<file path="src/rtl/equeue_pkg.sv">
// Shared defaults and helpers for the generic issue queue.
package equeue_pkg;

    localparam int unsigned DEF_DEPTH  = 4;
    localparam int unsigned DEF_TAG_W  = 6;
    localparam int unsigned DEF_DATA_W = 32;
    localparam int unsigned DEF_N_CDB  = 2;
    localparam int unsigned DEF_AFULL  = 1;

    // Entry field widths for the default configuration.
    localparam int unsigned ENT_TAG_W  = DEF_TAG_W;
    localparam int unsigned ENT_DATA_W = DEF_DATA_W;

    // Ceiling log2, minimum result 0 (clog2(1) = 0).
    function automatic int unsigned clog2(input int unsigned v);
        int unsigned r;
        r = 0;
        for (int unsigned x = v - 1; x > 0; x = x >> 1) begin
            r = r + 1;
        end
        return r;
    endfunction

endpackage

</file>
<file path="src/rtl/equeue_if.sv">
// Dispatch / CDB / issue bundle between the queue and its neighbours.
interface equeue_if
    import equeue_pkg::*;
#(
    parameter int unsigned DEPTH  = DEF_DEPTH,
    parameter int unsigned TAG_W  = DEF_TAG_W,
    parameter int unsigned DATA_W = DEF_DATA_W,
    parameter int unsigned N_CDB  = DEF_N_CDB
);
    localparam int unsigned CNT_W = clog2(DEPTH + 1);

    logic                    flush;
    logic                    dispatch_en;
    logic [TAG_W-1:0]        dispatch_rdtag;
    logic [TAG_W-1:0]        dispatch_rstag;
    logic [TAG_W-1:0]        dispatch_rttag;
    logic [DATA_W-1:0]       dispatch_rsdata;
    logic [DATA_W-1:0]       dispatch_rtdata;
    logic                    dispatch_rsvalid;
    logic                    dispatch_rtvalid;
    logic                    dispatch_ready;
    logic [N_CDB*TAG_W-1:0]  cdb_tag;
    logic [N_CDB*DATA_W-1:0] cdb_data;
    logic [N_CDB-1:0]        cdb_valid;
    logic [TAG_W-1:0]        issue_rdtag;
    logic [DATA_W-1:0]       issue_rsdata;
    logic [DATA_W-1:0]       issue_rtdata;
    logic                    issue_ready;
    logic                    issue_done;
    logic [CNT_W-1:0]        count;
    logic                    almost_full;

    modport master (
        output flush, dispatch_en, dispatch_rdtag, dispatch_rstag, dispatch_rttag,
               dispatch_rsdata, dispatch_rtdata, dispatch_rsvalid, dispatch_rtvalid,
               cdb_tag, cdb_data, cdb_valid, issue_done,
        input  dispatch_ready, issue_rdtag, issue_rsdata, issue_rtdata, issue_ready,
               count, almost_full
    );

    modport slave (
        input  flush, dispatch_en, dispatch_rdtag, dispatch_rstag, dispatch_rttag,
               dispatch_rsdata, dispatch_rtdata, dispatch_rsvalid, dispatch_rtvalid,
               cdb_tag, cdb_data, cdb_valid, issue_done,
        output dispatch_ready, issue_rdtag, issue_rsdata, issue_rtdata, issue_ready,
               count, almost_full
    );

endinterface

</file>
<file path="src/rtl/equeue_wake.sv">
// One-operand CDB snooper: tag compare across all ports, lowest port wins.
module equeue_wake
    import equeue_pkg::*;
#(
    parameter int unsigned TAG_W  = DEF_TAG_W,
    parameter int unsigned DATA_W = DEF_DATA_W,
    parameter int unsigned N_CDB  = DEF_N_CDB
) (
    input  logic                    op_valid_i,
    input  logic [TAG_W-1:0]        op_tag_i,
    input  logic [DATA_W-1:0]       op_data_i,
    input  logic [N_CDB*TAG_W-1:0]  cdb_tag_i,
    input  logic [N_CDB*DATA_W-1:0] cdb_data_i,
    input  logic [N_CDB-1:0]        cdb_valid_i,
    output logic                    valid_c_o,
    output logic [DATA_W-1:0]       data_c_o,
    output logic                    multi_c_o
);

    // Resolved operands are never overwritten; a second matching port is only flagged.
    always_comb begin
        valid_c_o = op_valid_i;
        data_c_o  = op_data_i;
        multi_c_o = 1'b0;
        if (!op_valid_i) begin
            for (int k = 0; k < int'(N_CDB); k++) begin
                if (cdb_valid_i[k] && (cdb_tag_i[k*TAG_W +: TAG_W] == op_tag_i)) begin
                    if (valid_c_o) begin
                        multi_c_o = 1'b1;
                    end else begin
                        valid_c_o = 1'b1;
                        data_c_o  = cdb_data_i[k*DATA_W +: DATA_W];
                    end
                end
            end
        end
    end

endmodule

</file>
<file path="src/rtl/equeue_gen.sv">
// In-order-aging issue queue: compacting slots, multi-CDB wakeup, oldest-ready issue.
module equeue_gen
    import equeue_pkg::*;
#(
    parameter int unsigned DEPTH  = DEF_DEPTH,
    parameter int unsigned TAG_W  = DEF_TAG_W,
    parameter int unsigned DATA_W = DEF_DATA_W,
    parameter int unsigned N_CDB  = DEF_N_CDB,
    parameter int unsigned AFULL  = DEF_AFULL
) (
    input  logic    clk,
    input  logic    reset,
    equeue_if.slave q
);
    localparam int unsigned CNT_W = clog2(DEPTH + 1);
    localparam int unsigned IDX_W = clog2(DEPTH);

    logic              valid_q  [DEPTH];
    logic              valid_d  [DEPTH];
    logic              rsv_q    [DEPTH];
    logic              rsv_d    [DEPTH];
    logic              rtv_q    [DEPTH];
    logic              rtv_d    [DEPTH];
    logic [TAG_W-1:0]  rdtag_q  [DEPTH];
    logic [TAG_W-1:0]  rdtag_d  [DEPTH];
    logic [TAG_W-1:0]  rstag_q  [DEPTH];
    logic [TAG_W-1:0]  rstag_d  [DEPTH];
    logic [TAG_W-1:0]  rttag_q  [DEPTH];
    logic [TAG_W-1:0]  rttag_d  [DEPTH];
    logic [DATA_W-1:0] rsdata_q [DEPTH];
    logic [DATA_W-1:0] rsdata_d [DEPTH];
    logic [DATA_W-1:0] rtdata_q [DEPTH];
    logic [DATA_W-1:0] rtdata_d [DEPTH];
    logic [CNT_W-1:0]  count_q, count_d;
    logic              afull_q, afull_d;

    // Woken view of every slot, plus an empty sentinel at index DEPTH for the top shift.
    logic              w_valid [DEPTH+1];
    logic              w_rsv   [DEPTH+1];
    logic              w_rtv   [DEPTH+1];
    logic [TAG_W-1:0]  w_rd    [DEPTH+1];
    logic [TAG_W-1:0]  w_rs    [DEPTH+1];
    logic [TAG_W-1:0]  w_rt    [DEPTH+1];
    logic [DATA_W-1:0] w_rsd   [DEPTH+1];
    logic [DATA_W-1:0] w_rtd   [DEPTH+1];
    logic              rs_multi [DEPTH];
    logic              rt_multi [DEPTH];

    logic              in_rsv, in_rtv, in_rs_multi, in_rt_multi;
    logic [DATA_W-1:0] in_rsd, in_rtd;

    logic [IDX_W-1:0]  sel;
    logic              any_ready;
    logic              full, remove, push, disp_ready;
    logic [CNT_W-1:0]  push_idx;
    logic              shift [DEPTH];
    logic              multi_any;

    // Per-slot operand wakeup.
    for (genvar i = 0; i < int'(DEPTH); i++) begin : g_slot
        equeue_wake #(.TAG_W(TAG_W), .DATA_W(DATA_W), .N_CDB(N_CDB)) u_rs (
            .op_valid_i (rsv_q[i]),     .op_tag_i   (rstag_q[i]), .op_data_i (rsdata_q[i]),
            .cdb_tag_i  (q.cdb_tag),    .cdb_data_i (q.cdb_data), .cdb_valid_i (q.cdb_valid),
            .valid_c_o  (w_rsv[i]),     .data_c_o   (w_rsd[i]),   .multi_c_o (rs_multi[i])
        );
        equeue_wake #(.TAG_W(TAG_W), .DATA_W(DATA_W), .N_CDB(N_CDB)) u_rt (
            .op_valid_i (rtv_q[i]),     .op_tag_i   (rttag_q[i]), .op_data_i (rtdata_q[i]),
            .cdb_tag_i  (q.cdb_tag),    .cdb_data_i (q.cdb_data), .cdb_valid_i (q.cdb_valid),
            .valid_c_o  (w_rtv[i]),     .data_c_o   (w_rtd[i]),   .multi_c_o (rt_multi[i])
        );
        assign w_valid[i] = valid_q[i];
        assign w_rd[i]    = rdtag_q[i];
        assign w_rs[i]    = rstag_q[i];
        assign w_rt[i]    = rttag_q[i];
    end

    assign w_valid[DEPTH] = 1'b0;
    assign w_rsv[DEPTH]   = 1'b0;
    assign w_rtv[DEPTH]   = 1'b0;
    assign w_rd[DEPTH]    = '0;
    assign w_rs[DEPTH]    = '0;
    assign w_rt[DEPTH]    = '0;
    assign w_rsd[DEPTH]   = '0;
    assign w_rtd[DEPTH]   = '0;

    // Bypass wakeup for the instruction being dispatched this cycle.
    equeue_wake #(.TAG_W(TAG_W), .DATA_W(DATA_W), .N_CDB(N_CDB)) u_in_rs (
        .op_valid_i (q.dispatch_rsvalid), .op_tag_i (q.dispatch_rstag), .op_data_i (q.dispatch_rsdata),
        .cdb_tag_i  (q.cdb_tag), .cdb_data_i (q.cdb_data), .cdb_valid_i (q.cdb_valid),
        .valid_c_o  (in_rsv), .data_c_o (in_rsd), .multi_c_o (in_rs_multi)
    );
    equeue_wake #(.TAG_W(TAG_W), .DATA_W(DATA_W), .N_CDB(N_CDB)) u_in_rt (
        .op_valid_i (q.dispatch_rtvalid), .op_tag_i (q.dispatch_rttag), .op_data_i (q.dispatch_rtdata),
        .cdb_tag_i  (q.cdb_tag), .cdb_data_i (q.cdb_data), .cdb_valid_i (q.cdb_valid),
        .valid_c_o  (in_rtv), .data_c_o (in_rtd), .multi_c_o (in_rt_multi)
    );

    // Oldest-ready select: first one from slot 0, using registered operand state only.
    always_comb begin
        sel       = '0;
        any_ready = 1'b0;
        for (int i = int'(DEPTH) - 1; i >= 0; i--) begin
            if (valid_q[i] && rsv_q[i] && rtv_q[i]) begin
                sel       = IDX_W'(i);
                any_ready = 1'b1;
            end
        end
    end

    assign q.issue_rdtag    = rdtag_q[sel];
    assign q.issue_rsdata   = rsdata_q[sel];
    assign q.issue_rtdata   = rtdata_q[sel];
    assign q.issue_ready    = any_ready;
    assign q.dispatch_ready = disp_ready;
    assign q.count          = count_q;
    assign q.almost_full    = afull_q;

    // Handshake decode and compaction vector (prefix-OR of empty-or-removed).
    always_comb begin
        logic hole;
        full       = (count_q == CNT_W'(DEPTH));
        remove     = q.issue_done & any_ready & ~q.flush;
        disp_ready = ~full | (q.issue_done & any_ready);
        push       = q.dispatch_en & disp_ready & ~q.flush;
        push_idx   = count_q - CNT_W'(remove);
        hole       = 1'b0;
        for (int i = 0; i < int'(DEPTH); i++) begin
            hole     = hole | ~valid_q[i] | (remove & (sel == IDX_W'(i)));
            shift[i] = hole;
        end
    end

    // Next slot contents: shifted/woken entry, then push into the first free slot, then flush.
    always_comb begin
        count_d = count_q;
        afull_d = afull_q;
        for (int i = 0; i < int'(DEPTH); i++) begin
            int j;
            j           = shift[i] ? i + 1 : i;
            valid_d[i]  = w_valid[j];
            rsv_d[i]    = w_rsv[j];
            rtv_d[i]    = w_rtv[j];
            rdtag_d[i]  = w_rd[j];
            rstag_d[i]  = w_rs[j];
            rttag_d[i]  = w_rt[j];
            rsdata_d[i] = w_rsd[j];
            rtdata_d[i] = w_rtd[j];
            if (push && (push_idx == CNT_W'(i))) begin
                valid_d[i]  = 1'b1;
                rsv_d[i]    = in_rsv;
                rtv_d[i]    = in_rtv;
                rdtag_d[i]  = q.dispatch_rdtag;
                rstag_d[i]  = q.dispatch_rstag;
                rttag_d[i]  = q.dispatch_rttag;
                rsdata_d[i] = in_rsd;
                rtdata_d[i] = in_rtd;
            end
            if (q.flush) begin
                valid_d[i] = 1'b0;
            end
        end
        if (q.flush) begin
            count_d = '0;
        end else begin
            count_d = count_q + CNT_W'(push) - CNT_W'(remove);
        end
        afull_d = ((DEPTH - 32'(count_d)) <= AFULL);
    end

    // State registers.
    always_ff @(posedge clk or negedge reset) begin
        if (!reset) begin
            for (int i = 0; i < int'(DEPTH); i++) begin
                valid_q[i]  <= 1'b0;
                rsv_q[i]    <= 1'b0;
                rtv_q[i]    <= 1'b0;
                rdtag_q[i]  <= '0;
                rstag_q[i]  <= '0;
                rttag_q[i]  <= '0;
                rsdata_q[i] <= '0;
                rtdata_q[i] <= '0;
            end
            count_q <= '0;
            afull_q <= (DEPTH <= AFULL);
        end else begin
            valid_q  <= valid_d;
            rsv_q    <= rsv_d;
            rtv_q    <= rtv_d;
            rdtag_q  <= rdtag_d;
            rstag_q  <= rstag_d;
            rttag_q  <= rttag_d;
            rsdata_q <= rsdata_d;
            rtdata_q <= rtdata_d;
            count_q  <= count_d;
            afull_q  <= afull_d;
        end
    end

    // Two CDB ports carrying the same tag for a live operand is a producer protocol error.
    always_comb begin
        multi_any = q.dispatch_en & (in_rs_multi | in_rt_multi);
        for (int i = 0; i < int'(DEPTH); i++) begin
            multi_any = multi_any | (valid_q[i] & (rs_multi[i] | rt_multi[i]));
        end
    end

    a_cdb_unique : assert property (@(posedge clk) disable iff (!reset) !multi_any);

endmodule

</file>
<file path="src/flat_wrapper.sv">
// flat-port wrapper written by rule: the top's interface ports become plain ports
module equeue_gen_flat import equeue_pkg::*;
#(
    parameter int unsigned DEPTH  = DEF_DEPTH,
    parameter int unsigned TAG_W  = DEF_TAG_W,
    parameter int unsigned DATA_W = DEF_DATA_W,
    parameter int unsigned N_CDB  = DEF_N_CDB,
    parameter int unsigned AFULL  = DEF_AFULL
)
  (clk, reset, q_flush, q_dispatch_en, q_dispatch_rdtag, q_dispatch_rstag, q_dispatch_rttag, q_dispatch_rsdata, q_dispatch_rtdata, q_dispatch_rsvalid, q_dispatch_rtvalid, q_cdb_tag, q_cdb_data, q_cdb_valid, q_issue_done, q_dispatch_ready, q_issue_rdtag, q_issue_rsdata, q_issue_rtdata, q_issue_ready, q_count, q_almost_full);
  equeue_if #(.DEPTH(DEPTH), .TAG_W(TAG_W), .DATA_W(DATA_W), .N_CDB(N_CDB)) q_i ();
  input  logic clk;
  input  logic reset;
  input wire logic [$bits(q_i.flush)-1:0] q_flush;
  input wire logic [$bits(q_i.dispatch_en)-1:0] q_dispatch_en;
  input wire logic [$bits(q_i.dispatch_rdtag)-1:0] q_dispatch_rdtag;
  input wire logic [$bits(q_i.dispatch_rstag)-1:0] q_dispatch_rstag;
  input wire logic [$bits(q_i.dispatch_rttag)-1:0] q_dispatch_rttag;
  input wire logic [$bits(q_i.dispatch_rsdata)-1:0] q_dispatch_rsdata;
  input wire logic [$bits(q_i.dispatch_rtdata)-1:0] q_dispatch_rtdata;
  input wire logic [$bits(q_i.dispatch_rsvalid)-1:0] q_dispatch_rsvalid;
  input wire logic [$bits(q_i.dispatch_rtvalid)-1:0] q_dispatch_rtvalid;
  input wire logic [$bits(q_i.cdb_tag)-1:0] q_cdb_tag;
  input wire logic [$bits(q_i.cdb_data)-1:0] q_cdb_data;
  input wire logic [$bits(q_i.cdb_valid)-1:0] q_cdb_valid;
  input wire logic [$bits(q_i.issue_done)-1:0] q_issue_done;
  output wire logic [$bits(q_i.dispatch_ready)-1:0] q_dispatch_ready;
  output wire logic [$bits(q_i.issue_rdtag)-1:0] q_issue_rdtag;
  output wire logic [$bits(q_i.issue_rsdata)-1:0] q_issue_rsdata;
  output wire logic [$bits(q_i.issue_rtdata)-1:0] q_issue_rtdata;
  output wire logic [$bits(q_i.issue_ready)-1:0] q_issue_ready;
  output wire logic [$bits(q_i.count)-1:0] q_count;
  output wire logic [$bits(q_i.almost_full)-1:0] q_almost_full;
  assign q_i.flush = q_flush;
  assign q_i.dispatch_en = q_dispatch_en;
  assign q_i.dispatch_rdtag = q_dispatch_rdtag;
  assign q_i.dispatch_rstag = q_dispatch_rstag;
  assign q_i.dispatch_rttag = q_dispatch_rttag;
  assign q_i.dispatch_rsdata = q_dispatch_rsdata;
  assign q_i.dispatch_rtdata = q_dispatch_rtdata;
  assign q_i.dispatch_rsvalid = q_dispatch_rsvalid;
  assign q_i.dispatch_rtvalid = q_dispatch_rtvalid;
  assign q_i.cdb_tag = q_cdb_tag;
  assign q_i.cdb_data = q_cdb_data;
  assign q_i.cdb_valid = q_cdb_valid;
  assign q_i.issue_done = q_issue_done;
  assign q_dispatch_ready = q_i.dispatch_ready;
  assign q_issue_rdtag = q_i.issue_rdtag;
  assign q_issue_rsdata = q_i.issue_rsdata;
  assign q_issue_rtdata = q_i.issue_rtdata;
  assign q_issue_ready = q_i.issue_ready;
  assign q_count = q_i.count;
  assign q_almost_full = q_i.almost_full;
  equeue_gen #(.DEPTH(DEPTH), .TAG_W(TAG_W), .DATA_W(DATA_W), .N_CDB(N_CDB), .AFULL(AFULL)) u_core (.clk(clk), .reset(reset), .q(q_i));
endmodule
</file>
<file path="config.mk">
export PLATFORM = sky130hd
export DESIGN_NAME = equeue_gen_flat
export DESIGN_NICKNAME = d
export VERILOG_FILES = /design/src/rtl/equeue_pkg.sv /design/src/rtl/equeue_if.sv /design/src/rtl/equeue_wake.sv /design/src/rtl/equeue_gen.sv /design/src/flat_wrapper.sv
export SDC_FILE = /design/constraint.sdc
export NUM_CORES = 1
export LEC_CHECK = 0
export BUFFER_PORTS_ARGS = -buffer_cell sky130_fd_sc_hd__buf_4
export CAP_MARGIN = 10
export CORE_UTILIZATION = 30
export DETAILED_ROUTE_END_ITERATION = 6
export PLACE_DENSITY = 0.49
export SYNTH_ARGS = -nofsm -noshare
export SYNTH_HDL_FRONTEND = slang
export SYNTH_SLANG_ARGS = --single-unit
export TNS_END_PERCENT = 1
</file>
<file path="constraint.sdc">
create_clock -name clk -period 4.1 [get_ports clk]
set_input_delay 0.41 -clock clk [delete_from_list [all_inputs] [get_ports clk]]
set_output_delay 0.41 -clock clk [all_outputs]
set_load 0.02 [all_outputs]
</file>
==> flow_summary_export.csv <==
group,metric,value,unit
worst_hold_path,hold_class,"in -> reg",
sta,slew_viol_final,0,
flow_run,cap_violations,0,
die,rows,107,
placed_design,io_buffers,242,
die,dieHeight,297,um
cts,root_buffer,"clkbuf_16",
synth,synth_edf_count,0,
synth,syn_area,0.0261,sq mm
drt,drc,0,
synth,ys_seq_area_frac,0.330,
sta,max_freq,270,MHz
cts,clock-sinks,344,
power,p_total,10.6,mW
setup_path,path_cells,"nand3_1 > nand4_2 > nand2_1 > inv_1 > ha_1 > ha_1 > xor2_1 > or3_1 > nor3_4 > nor2_4 > buf_12 > a221oi_1",
cts,cts_buffer_depth,3,
die,initial_utilization,0.305,
sta,rsz0062_at_grt,"no",
global_route,grt_max_degree,112,
die,core_area,0.0857,sq mm
global_route,grt_antenna_before_repair,13,
synth,synth_seq_cells,344,
drt,wl_per_cell,31.7,um
setup_path,cp_top_family,"simple AND/OR/NAND/NOR gates",
setup_path,cp.arrival,4.13,ns
setup_path,cp-start-kind,"register",
drt,vias_per_cell,6.55,
cts,clkTransAtPathRegs,0.06,ns
cts,cts_resized,0,
synth,synth_nets,3357,
cells_and_area,fin_util,0.352,
cts,post-cts-setup-buffers,0,
sta,final_min_period_over_clock_period,0.904,
drt,routed_wl,137000,um
global_route,grt_pass1_wl,197000,um
synth,netlist_top_cells_area,"dfrtp_1, a31oi_1, clkbuf_1",
die,io_pins,243,
die,die_x,297,um
drt,first_iter_violations,3620,
synth,synth_cell_types,64,
sta,hold_violations,0,
power,vdd_ir_drop_max,277,uV
sta,clock-skew-final,0.0330,ns
cells_and_area,nets,3324,
cells_and_area,final_layout_size_suffix_gt1_frac,0.172,
die,die-area,0.0882,sq mm
drt,num_vias,28300,
placed_design,placed_cells,4249,
sta,worstMarginPinSlew,1.17,ns
setup_path,crit_buf_inv,2,
power,pwr_density_cell,351,mW/mm^2
synth,synth_top_area_frac,0.330,
global_route,grt_pass1_vias,26800,
setup_path,cpMaxStageDelayCell,"nor2_4",
power,p_leak,12.0,nW
placed_design,dp_hpwl,82400,um
cts,postCtsHoldBufs,1,
synth,avgSynthCellArea,8.20,sq um
run_status,status,"finished, final reports clean",
cts,cts_made_buffers,44,
synth,synthArstFlopShare,1.00,
cells_and_area,stdcell_count,4328,
sta,fin_setup_tns,0,ns
synth,synthFlopType,"dfrtp_1",
cells_and_area,syn_to_final_growth,15.4,%
setup_path,required,4.52,ns
global_route,grt_use_total,0.298,
setup_path,crit_top_cell,"ha_1",
sta,relSlewSlack,0.218,
setup_path,criticalPathCategory,"reg -> reg",
cts,h-tree-depth,2,
setup_path,crit_path_max_incr_delay,0.87,ns
synth,yosys_warnings,0,
sta,setup-violations-final,0,
drt,ant_nets,0,
drt,firstDrtPassIters,6,
cts,clock_latency,0.60,ns
setup_path,crit_fanout,43,
synth,synth_area_leader_cell,"dfrtp_1",
cts,cts_tree,"done",
cells_and_area,antennaDiodeCount,0,
synth,syn_inst,3185,
sta,min_period,3.71,ns
setup_path,critPathCaptureType,"register",
global_route,grt_remaining_overflow,0,
placed_design,gp_congestion,0.868,
## stage by stage
step | worst slack (ns) | hold WS (ns) | cell area [sq um]
after floorplan | 1.15 | 0.114 | 26100
after global placement | 0.552 | 0.372 | 28800
after detailed placement | 0.528 | 0.368 | 28800
after CTS | 0.408 | 0.0298 | 30100
after global routing | 0.242 | 0.0544 | 30100
final | 0.394 | 0.0496 | 30100
## cell families after synthesis
| family | after synthesis | share of synthesized area |
|---|---|---|
| buffers and inverters | 458 | 0.0723 |
| xor gates and xnor gates | 123 | 0.0413 |
| muxes | 43 | 0.0166 |
| adders and majority gates | 5 | 0.00268 |
| and+or+nand+nor | 971 | 0.180 |
| AOI/OAI and AO/OA | 1241 | 0.357 |
| DFF | 344 | 0.330 |
## Yosys cell counts, types with 4 or more instances
master,n
and4_1,6
o22a_1,32
clkbuf_1,309
nand4_1,17
buf_4,12
buf_2,62
a31oi_1,320
nor2b_1,67
a211oi_1,71
xor2_1,37
mux2i_1,40
buf_6,6
and3_1,63
nand2_1,271
o211a_1,56
nand3_1,31
o32ai_1,62
a221oi_1,75
ha_1,4
o221a_2,49
xnor2_1,86
nor4_1,6
and2_1,73
nor2_1,223
a22o_1,64
buf_1,28
o221a_1,15
a21oi_1,127
o21ai_0,102
o221ai_1,63
or2_1,6
inv_1,41
o22ai_1,134
a221oi_2,51
nand2b_1,8
dfrtp_1,344
nor3_1,168
nand3b_1,4
a21oi_2,5
## layout make-up
cell class                      instances  area, sq um
Clock inverter                         11         58.8
Sequential cell                       344         8610
Timing Repair Buffer                  338         2800
Multi-Input combinational cell       2383        15800
Clock buffer                           67         1290
Tap cell                             1144         1430
Inverter                               41          154
Fill cell                            8998        55600
## cells in the final DEF (no fill, tap or decap), types with 45 or more instances in the layout
| cell | count |
|---|---|
| nand2_1 | 269 |
| xnor2_1 | 86 |
| and2_1 | 73 |
| and3_1 | 63 |
| a31oi_1 | 320 |
| o21ai_0 | 101 |
| nor2b_1 | 67 |
| clkbuf_16 | 45 |
| a21oi_1 | 123 |
| nor2_1 | 220 |
| buf_4 | 316 |
| o221ai_1 | 63 |
| a221oi_1 | 75 |
| o32ai_1 | 62 |
| o211a_1 | 56 |
| a22o_1 | 64 |
| a211oi_1 | 71 |
| o22ai_1 | 134 |
| o221a_2 | 49 |
| dfrtp_1 | 342 |
| a221oi_2 | 51 |
| nor3_1 | 167 |
## tightest hold or removal path, stage by stage
cell	delay (ns)
buf_4	0.10
nand2_1	0.04
nand2_1	0.05
## flip-flops by register name (all words and copies together) (netlist names)
signal	cells
u_core.rstag_q	24
u_core.q.almost_full	1
u_core.q.count	3
u_core.rsdata_q	128
u_core.valid_q	4
u_core.rtdata_q	128
u_core.rttag_q	24
u_core.rsv_q	4
u_core.rtv_q	4
u_core.rdtag_q	24
## path summary, 6_finish.rpt
path                                startpoint             endpoint  slack [ns]  depth (start not counted)
max                            u_core.rtv_q[1]  u_core.rsdata_q[73]        0.39                         12
min                        q_dispatch_rdtag[5]    u_core.rdtag_q[5]        0.05                          3
max reg2reg                    u_core.rtv_q[1]  u_core.rsdata_q[73]        0.39                         12
min reg2reg                 u_core.rdtag_q[23]   u_core.rdtag_q[23]        0.54                          2
max in group asynchronous                reset  u_core.rtdata_q[41]        2.67                          3
min in group asynchronous                reset    u_core.rdtag_q[4]        0.35                          2
## metal layers
| layer | track usage | wire [um] | vias to the layer above |
|---|---|---|---|
| li1 | - | - | 12100 |
| met1 | 0.404 | 55700 | 13900 |
| met2 | 0.438 | 58500 | 1929 |
| met3 | 0.0687 | 14800 | 341 |
| met4 | 0.159 | 8050 | 24 |
| met5 | 0 | 171 | - |
## where the power goes
group / internal [mW] / switching [mW]
Clock: 2.16 / 1.71
Sequential: 3.68 / 0.194
Combinational: 0.992 / 1.85
Total: 6.83 / 3.75
Note: power is estimated with default switching activity, not from simulation.
